===== config.mk =====
export PLATFORM = sky130hd
export DESIGN_NAME = alu_entry_ctrl
export DESIGN_NICKNAME = d
export VERILOG_FILES = /design/src/rtl/cpu_types_pkg.sv /design/src/rtl/key_debounce.sv /design/src/rtl/alu_entry_ctrl.sv
export SDC_FILE = /design/constraint.sdc
export NUM_CORES = 1
export LEC_CHECK = 0
export ABC_AREA = 0
export BUFFER_PORTS_ARGS = -buffer_cell sky130_fd_sc_hd__buf_2
export CORE_ASPECT_RATIO = 0.7
export CORE_MARGIN = 2
export CORE_UTILIZATION = 59
export DETAILED_ROUTE_END_ITERATION = 7
export PLACE_DENSITY = 0.87
export SYNTH_ARGS = -nofsm -noshare
export SYNTH_HDL_FRONTEND = slang
export SYNTH_HIERARCHICAL = 1
export SYNTH_SLANG_ARGS = --single-unit
export TNS_END_PERCENT = 20

===== constraint.sdc =====
create_clock -name CLK -period 3.9 [get_ports CLK]
set_clock_uncertainty 0.2 [all_clocks]
set_input_delay 0.39 -clock CLK [delete_from_list [all_inputs] [get_ports CLK]]
set_output_delay 0.39 -clock CLK [all_outputs]
set_load 0.02 [all_outputs]

===== src/rtl/cpu_types_pkg.sv =====
// Shared CPU bring-up types: data word, ALU opcode and the operand-entry
// sequence states shown on the board LEDs.
package cpu_types_pkg;

    typedef logic [31:0] word_t;

    typedef enum logic [3:0] {
        ALU_SLL  = 4'h0,
        ALU_SRL  = 4'h1,
        ALU_ADD  = 4'h2,
        ALU_SUB  = 4'h3,
        ALU_AND  = 4'h4,
        ALU_OR   = 4'h5,
        ALU_XOR  = 4'h6,
        ALU_NOR  = 4'h7,
        ALU_SLT  = 4'h8,
        ALU_SLTU = 4'h9
    } aluop_t;

    // Entry sequence, encoded 0..5 in the order the operator walks through it.
    typedef enum logic [2:0] {
        LOAD_A_LO = 3'd0,
        LOAD_A_HI = 3'd1,
        LOAD_B_LO = 3'd2,
        LOAD_B_HI = 3'd3,
        LOAD_OP   = 3'd4,
        SHOW      = 3'd5
    } entry_state_t;

    localparam int KEY_ENTER = 0;
    localparam int KEY_CLEAR = 1;
    localparam int NUM_KEYS  = 2;

    // Low half-word with the upper half filled by the sign-fill switch.
    function automatic word_t fill_low_half(input logic [15:0] data, input logic fill);
        return {{16{fill}}, data};
    endfunction

endpackage


===== src/rtl/key_debounce.sv =====
// Synchronizer plus debounce for one active-low pushbutton.
// The accepted level only moves after the synchronized input has disagreed
// with it for DEBOUNCE_CYCLES consecutive cycles; a press (1->0 acceptance)
// yields a single-cycle press_pulse in the cycle following the flip.
module key_debounce #(
    parameter int SYNC_STAGES     = 2,
    parameter int DEBOUNCE_CYCLES = 500000
) (
    input  logic CLK,
    input  logic RST,
    input  logic key_n,
    output logic level,
    output logic press_pulse
);

    localparam int CW = (DEBOUNCE_CYCLES > 1) ? $clog2(DEBOUNCE_CYCLES) : 1;
    localparam logic [CW-1:0] CNT_MAX = CW'(DEBOUNCE_CYCLES - 1);

    logic [SYNC_STAGES-1:0] sync_q;
    logic [CW-1:0]          cnt_q;
    logic                   level_q;
    logic                   press_q;
    logic                   synced;

    assign synced      = sync_q[SYNC_STAGES-1];
    assign level       = level_q;
    assign press_pulse = press_q;

    // Sync chain, stability counter, accepted level and press pulse; reset treats the key as released.
    always_ff @(posedge CLK) begin
        if (RST) begin
            sync_q  <= '1;
            cnt_q   <= '0;
            level_q <= 1'b1;
            press_q <= 1'b0;
        end else begin
            sync_q[0] <= key_n;
            for (int i = 1; i < SYNC_STAGES; i++) begin
                sync_q[i] <= sync_q[i-1];
            end
            press_q <= 1'b0;
            if (synced != level_q) begin
                if (cnt_q == CNT_MAX) begin
                    level_q <= synced;
                    cnt_q   <= '0;
                    press_q <= ~synced;
                end else begin
                    cnt_q <= cnt_q + CW'(1);
                end
            end else begin
                cnt_q <= '0;
            end
        end
    end

endmodule


===== src/rtl/alu_entry_ctrl.sv =====
// Operand/opcode entry controller for the DE2 ALU bring-up.
// ENTER steps through A low/high, B low/high and opcode capture from the
// switches; CLEAR restarts the sequence and zeroes everything captured.
// All outputs come straight from registers.
module alu_entry_ctrl
    import cpu_types_pkg::*;
#(
    parameter int DEBOUNCE_CYCLES = 500000,
    parameter int SYNC_STAGES     = 2
) (
    input  logic        CLK,
    input  logic        RST,
    input  logic [3:0]  KEY,
    input  logic [17:0] SW,
    output logic [31:0] port_a,
    output logic [31:0] port_b,
    output logic [3:0]  aluop,
    output logic        operands_valid,
    output logic [2:0]  entry_state
);

    logic [NUM_KEYS-1:0] key_level;
    logic [NUM_KEYS-1:0] key_press;

    for (genvar k = 0; k < NUM_KEYS; k++) begin : g_key
        key_debounce #(
            .SYNC_STAGES     (SYNC_STAGES),
            .DEBOUNCE_CYCLES (DEBOUNCE_CYCLES)
        ) u_deb (
            .CLK         (CLK),
            .RST         (RST),
            .key_n       (KEY[k]),
            .level       (key_level[k]),
            .press_pulse (key_press[k])
        );
    end

    // KEY[3:2] are unused and the debounced levels are not needed here.
    logic unused_inputs;
    assign unused_inputs = ^{KEY[3:2], key_level};

    logic enter_pulse;
    logic clear_pulse;
    assign enter_pulse = key_press[KEY_ENTER];
    assign clear_pulse = key_press[KEY_CLEAR];

    logic         skip_hi;
    logic         sign_fill;
    logic [15:0]  sw_data;
    assign skip_hi   = SW[17];
    assign sign_fill = SW[16];
    assign sw_data   = SW[15:0];

    entry_state_t state_q, state_d;
    word_t        port_a_q;
    word_t        port_b_q;
    aluop_t       aluop_q;
    logic         valid_q;

    // Next entry state: CLEAR overrides ENTER; otherwise ENTER advances, skipping high halves on request.
    always_comb begin
        state_d = state_q;
        if (clear_pulse) begin
            state_d = LOAD_A_LO;
        end else if (enter_pulse) begin
            case (state_q)
                LOAD_A_LO: state_d = skip_hi ? LOAD_B_LO : LOAD_A_HI;
                LOAD_A_HI: state_d = LOAD_B_LO;
                LOAD_B_LO: state_d = skip_hi ? LOAD_OP : LOAD_B_HI;
                LOAD_B_HI: state_d = LOAD_OP;
                LOAD_OP:   state_d = SHOW;
                SHOW:      state_d = LOAD_A_LO;
                default:   state_d = LOAD_A_LO;
            endcase
        end
    end

    // State register, capture registers and the registered valid flag.
    always_ff @(posedge CLK) begin
        if (RST) begin
            state_q  <= LOAD_A_LO;
            port_a_q <= '0;
            port_b_q <= '0;
            aluop_q  <= aluop_t'(4'h0);
            valid_q  <= 1'b0;
        end else begin
            state_q <= state_d;
            valid_q <= (state_d == SHOW);
            if (clear_pulse) begin
                port_a_q <= '0;
                port_b_q <= '0;
                aluop_q  <= aluop_t'(4'h0);
            end else if (enter_pulse) begin
                case (state_q)
                    LOAD_A_LO: port_a_q        <= fill_low_half(sw_data, sign_fill);
                    LOAD_A_HI: port_a_q[31:16] <= sw_data;
                    LOAD_B_LO: port_b_q        <= fill_low_half(sw_data, sign_fill);
                    LOAD_B_HI: port_b_q[31:16] <= sw_data;
                    LOAD_OP:   aluop_q         <= aluop_t'(SW[3:0]);
                    default:   ;
                endcase
            end
        end
    end

    assign port_a         = port_a_q;
    assign port_b         = port_b_q;
    assign aluop          = aluop_q;
    assign operands_valid = valid_q;
    assign entry_state    = state_q;

endmodule


==> results of run 1 <==
-- logic make-up (layout without fill, tap and decap cells) --
group           after synthesis  after routing  synth area share, %
compound gates              115            115                 13.3
xor+xnor                     29             29                 5.26
fa+ha+maj                     2              2                0.518
buf+inv                      44            142                 5.08
flops                       118            118                 48.9
mux                           7              7                 1.45
simple gates                245            245                 25.4
-- flip-flops by register name (all words and copies together), names as in the netlist, 2 cells and up --
signal                   cells
port_b                      32
entry_state                  3
port_a                      32
g_key.u_deb/level            2
g_key.u_deb/cnt_q           38
g_key.u_deb/sync_q           4
g_key.u_deb/press_pulse      2
aluop                        4
-- worst max-delay path, cell delays in order (launching register included) --
cell and delay [ns]:
dfxtp_1 0.70, and3b_1 0.59, nor2b_1 0.92, a21oi_1 0.17
-- through the flow --
step,util [%],std cells,total power [mW]
after floorplan,-,560,1.26
final,74.7,759,2.92
after detailed placement,66.5,726,1.28
after CTS,74.7,759,2.93
after global routing,74.7,759,3.00
after global placement,66.5,726,1.28
-- per-layer routing --
metal / vias to the layer above / part of all wire, %
met3: 22 / 8.6
met4: 0 / 1.6
met5: - / 0
met1: 2015 / 45
met2: 177 / 45
li1: 2078 / -
-- cell usage in the layout (no fill, tap or decap), drive strengths merged, types with 3 or more instances in the layout --
| cell | instances |
|---|---|
| o21ai | 39 |
| nor2b | 4 |
| inv | 12 |
| nor3 | 8 |
| and3 | 4 |
| a21oi | 73 |
| nand3 | 12 |
| xnor2 | 23 |
| clkinv | 4 |
| or2 | 5 |
| mux2i | 7 |
| clkbuf | 21 |
| buf | 97 |
| nor2 | 51 |
| bufinv | 5 |
| nand2 | 112 |
| or4 | 8 |
| dfxtp | 118 |
| nor4 | 8 |
| nand3b | 3 |
| xor2 | 6 |
| nand4 | 8 |
| or4b | 5 |
-- power by group through the flow --
stage / Clock (mW) / Sequential, mW / Combinational (mW)
2_1_floorplan: 0 / 1.24 / 0.0199
3_3_place_gp: 0 / 1.24 / 0.0448
3_5_place_dp: 0 / 1.24 / 0.0461
4_1_cts: 1.67 / 1.21 / 0.0485
5_1_grt: 1.73 / 1.21 / 0.0539
6_report: 1.66 / 1.21 / 0.0500
-- synthesized netlist by cell type (3+ instances only) --
master,instances,area [µm²]
a21oi_1,63,315
a21oi_2,10,87.6
and3_1,4,25.0
buf_2,9,45.0
buf_4,6,45.0
buf_6,4,45.0
clkbuf_1,10,37.5
dfxtp_1,118,2360
inv_1,12,45.0
mux2i_1,7,70.1
nand2_1,102,383
nand2_2,10,62.6
nand3_1,12,60.1
nand3b_1,3,22.5
nand4_1,8,50.1
nor2_1,51,191
nor2b_1,4,25.0
nor3_1,8,40.0
nor4_1,8,50.1
o21ai_0,37,185
or2_2,4,25.0
or4_1,6,45.0
or4b_1,5,50.1
xnor2_1,23,201
xor2_1,6,52.6
-- worst max path at each step --
stage / from / to / slack (ns) / cells after the start
floorplan: g_key[0].u_deb/cnt_q[11] / g_key[0].u_deb/cnt_q[10] / 1.78 / 5
global placement: entry_state[1] / port_b[24] / 1.32 / 3
detailed placement: entry_state[1] / port_b[26] / 1.20 / 3
CTS: entry_state[1] / port_b[16] / 1.13 / 3
global route: entry_state[1] / port_b[16] / 0.87 / 3
finish: entry_state[1] / port_b[16] / 1.13 / 3
-- area by class of cell --
cell class              instances  area [µm²]
well taps                     101         126
fillers                       540        2000
clock inverters                10         178
inverters                      12        45.0
clock buffers                  21         450
flip-flops and latches        118        2360
repair buffers                 99         515
multi-input cells             398        2230
==> impl_metrics.tcl, run 1 <==
set metrics [dict create \
    post_cts_buffers 0 \
    wl_per_cell_um 15.6 \
    cts_tree "built" \
    cp-end-kind "flop" \
    die_w_um 112 \
    final.setup.tns_ns 0 \
    grt_use_met3_pct 9.57 \
    critPathRequiredTime_ns 3.93 \
    r2r_end "port_b[16]" \
    ys_seq_elements 118 \
    area_growth_pct 22.3 \
    drive_gt1_share_pct 23.9 \
    crit_fanout 17 \
    slew_headroom_pct 21.1 \
    synthesis.nets 586 \
    clk_pin_slew_ns 0.06 \
    place_area_um2 5260 \
    ir_worst_vdd_mv 0.349 \
    met1_usage_pct 36.1 \
    p_clk_share_pct 56.9 \
    drtPass1Iterations 5 \
    grt_max_degree 41 \
    grt_usage_pct 27.5 \
    hold_depth 3 \
    crit_arrival_ns 2.80 \
    initial_core_util_pct 61.1 \
    p_sw_share_pct 19.1 \
    dp_slack_ns 1.20 \
    yosysSeqAreaShare_pct 48.9 \
    critPathLaunchType "flop" \
    synth_cells 560 \
    hold_end "port_b[3]" \
    worstSetupPathType "reg -> reg" \
    fin_ws_ns 1.13 \
    worstReg2RegStart "entry_state[1]" \
    antenna_cells 0 \
    ys_warn_count 6 \
    power.density_nw_per_um2 495 \
    max_cap_viol_count 0 \
    placementRows 27 \
    p_sw_mw 0.558 \
    antenna_found_initial 0 \
    grt-ovfl-total 0 \
    vias 4292 \
    grt_pass1_vias 4111 \
    avgSynthCellArea_um2 8.62 \
    rsz0062_at_grt "false" \
    status "finished clean" \
    hold_buffers 2 \
    gr-max-usage-layer "met2" \
    min_period_over_period_pct 71.0 \
    worstHoldStart "SW[3]" \
    dieArea_um2 8930 \
    worst-r2r-cell-count 3 \
    pwr-share-seq_pct 41.4 \
    cts_buffers 17 \
    fin_crit_ns 2.77 \
    timing.hold.ws_ns 0.0698 \
    hold_path_class "in -> reg" \
    synth_cell_types 46 \
    vias_per_cell 5.65 \
    ant_nets 0 \
    drc 0 \
    grt_pass1_wl_um 19600 \
    setup_viol 0 \
    ioPinCount 96 \
    routed_wl_um 11800 \
    hold_viol_final 0 \
    h-tree-depth 4 \
    fmax_ghz 0.361 \
    pwr-share-comb_pct 1.7 \
    drtIter0Drc 383 \
    gp_congestion 0.912 \
    leakage_nw 2.19 \
    dieHeight_um 79.7 \
    clock-sinks 118 \
    slew_violations 0 \
    p_int_mw 2.37 \
    insertion_delay_ns 0.41 \
    use_met2_pct 42.5 \
    cts_buffer_depth 2 \
    numPortBuffers 93 \
    final_design_area_no_fill_um2 5900 \
    synthFlopType "dfxtp_1" \
    worst_pin_slew_ns 1.17 \
    async_flop_share_pct 0 \
    hpwl_um 7800 \
    clockRootBuffer "clkbuf_16" \
    cts.repair.resized 0 \
    r2r_slack_ns 1.13 \
    synth-edff-count 0 \
    core_um2 7910 \
    syn_area_um2 4830 \
    nets 672 \
]
Note: power is estimated with default switching activity, not from simulation.
==> run 2: changes to the inputs <==
--- a/config.mk
+++ b/config.mk
@@ -9,9 +9,9 @@
 export BUFFER_PORTS_ARGS = -buffer_cell sky130_fd_sc_hd__buf_2
 export CORE_ASPECT_RATIO = 0.7
 export CORE_MARGIN = 2
-export CORE_UTILIZATION = 59
+export CORE_UTILIZATION = 55
 export DETAILED_ROUTE_END_ITERATION = 7
-export PLACE_DENSITY = 0.87
+export PLACE_DENSITY = 0.82
 export SYNTH_ARGS = -nofsm -noshare
 export SYNTH_HDL_FRONTEND = slang
 export SYNTH_HIERARCHICAL = 1
==> constraint.sdc (replaced) <==
create_clock -name CLK -period 2.6 [get_ports CLK]
set_clock_uncertainty 0.2 [all_clocks]
set_input_delay 0.26 -clock CLK [delete_from_list [all_inputs] [get_ports CLK]]
set_output_delay 0.26 -clock CLK [all_outputs]
set_load 0.02 [all_outputs]
==> run 2 against run 1 <==
Against the previous run:
- critical path depth grew 1
- die area grew 7.0%
- via count grew 3.4%
- largest power group unchanged
- sequential cell count is the same
- register-to-register slack lost 0.92 ns
- critical endpoint is now g_key[1].u_deb/cnt_q[10]
==> impl_metrics.tcl, run 2 (same netlist as run 1, synthesis figures left out) <==
set metrics [dict create \
    cts_tree "built" \
    core_um2 8480 \
    area_growth_pct 27.7 \
    critPathLaunchType "flop" \
    antenna_found_initial 0 \
    grt_usage_pct 26.2 \
    ant_nets 0 \
    cts_buffer_depth 2 \
    grt_max_degree 40 \
    wl_per_cell_um 15.4 \
    cts_buffers 17 \
    dieHeight_um 82.4 \
    setup_viol 0 \
    grt-ovfl-total 0 \
    drive_gt1_share_pct 24.4 \
    slew_violations 0 \
    grt_pass1_vias 4071 \
    clock-sinks 118 \
    nets 699 \
    vias_per_cell 5.52 \
    final.setup.tns_ns 0 \
    crit_fanout 19 \
    antenna_cells 0 \
    vias 4436 \
    worst-r2r-cell-count 4 \
    drc 0 \
    power.density_nw_per_um2 708 \
    slew_headroom_pct 48.7 \
    crit_arrival_ns 2.46 \
    min_period_over_period_pct 91.7 \
    die_w_um 116 \
    clk_pin_slew_ns 0.05 \
    fin_crit_ns 2.39 \
    h-tree-depth 4 \
    rsz0062_at_grt "false" \
    top_register "g_key.u_deb/cnt_q" \
    routed_wl_um 12400 \
    layout_common_cells "118 x dfxtp_1, 102 x nand2_1, 93 x buf_2" \
    post_cts_buffers 0 \
    leakage_nw 2.30 \
    initial_core_util_pct 57.0 \
    hpwl_um 8160 \
    ir_worst_vdd_mv 0.578 \
    hold_path_class "in -> reg" \
    gp_congestion 0.884 \
    worst_pin_slew_ns 0.770 \
    max_cap_viol_count 0 \
    worstSetupPathType "reg -> reg" \
    drtIter0Drc 444 \
    drtPass1Iterations 5 \
    placementRows 28 \
    hold_viol_final 0 \
    final_cells 804 \
    mostFrequentLayoutCell "dfxtp_1" \
    critPathRequiredTime_ns 2.68 \
    dieArea_um2 9560 \
    numPortBuffers 93 \
    clockRootBuffer "clkbuf_16" \
    insertion_delay_ns 0.41 \
    total_power_mw 4.36 \
    fmax_ghz 0.419 \
    hold_depth 2 \
    dp_cells 755 \
    ioPinCount 96 \
    cp-end-kind "flop" \
    status "finished clean" \
    grt_pass1_wl_um 19200 \
    largest_reg_flops 38 \
]
==> run 2: worst paths after layout <==
path / end / from / slack [ns]
worst max-delay path: g_key[1].u_deb/cnt_q[10] / g_key[1].u_deb/cnt_q[11] / 0.21
worst min-delay path: g_key[1].u_deb/sync_q[0] / RST / 0.02
worst max register to register: g_key[1].u_deb/cnt_q[10] / g_key[1].u_deb/cnt_q[11] / 0.21
worst min register to register: g_key[0].u_deb/sync_q[1] / g_key[0].u_deb/sync_q[0] / 0.21
==> run 2: layout make-up <==
| type | instances | area, µm² |
|---|---|---|
| Sequential cell | 118 | 2360 |
| Fill cell | 613 | 2310 |
| Multi-Input combinational cell | 398 | 2230 |
| Timing Repair Buffer | 126 | 761 |
| Clock buffer | 22 | 474 |
| Tap cell | 120 | 150 |
| Clock inverter | 8 | 148 |
| Inverter | 12 | 45.0 |
==> run 2: timing repair <==
item                                   4_1_cts  5_1_grt
hold buffers                                19        0
endpoints found under the hold margin       68        0
gates resized for setup                      0        0
==> run 2: stage by stage <==
step                      cell area [µm²]  hold slack [ns]  utilization (%)  setup slack, ns
after floorplan                      4830            0.164                -            0.481
after global placement               5360            0.195             63.2            0.317
after detailed placement             5360            0.205             63.2            0.277
after CTS                            6170         0.000943             72.7            0.225
after global routing                 6170           0.0440             72.7            0.122
final                                6170           0.0201             72.7            0.215
==> run 2: power breakdown <==
part | leakage (nW) | switching [mW] | internal (mW)
clock network | 0.294 | 0.787 | 1.67
logic | 1.05 | 0.0548 | 0.0401
registers | 0.951 | 0.00202 | 1.81
total | 2.30 | 0.844 | 3.52
==> run 2: layer usage <==
layer  vias to the layer above  global-route usage (%)  wire length [µm]
met4                         0                    10.0               197
met3                        26                    7.96               932
li1                       2128                       -                 -
met1                      2069                    32.8              5440
met2                       213                    43.0              5780
met5                         -                       0                 0
==> run 2: critical path, cell delays in order, from the launching register on <==
cell and delay, ns:
dfxtp_1 0.36, or4b_1 0.59, or4_4 0.54, o21ai_4 0.46, nor2_1 0.10
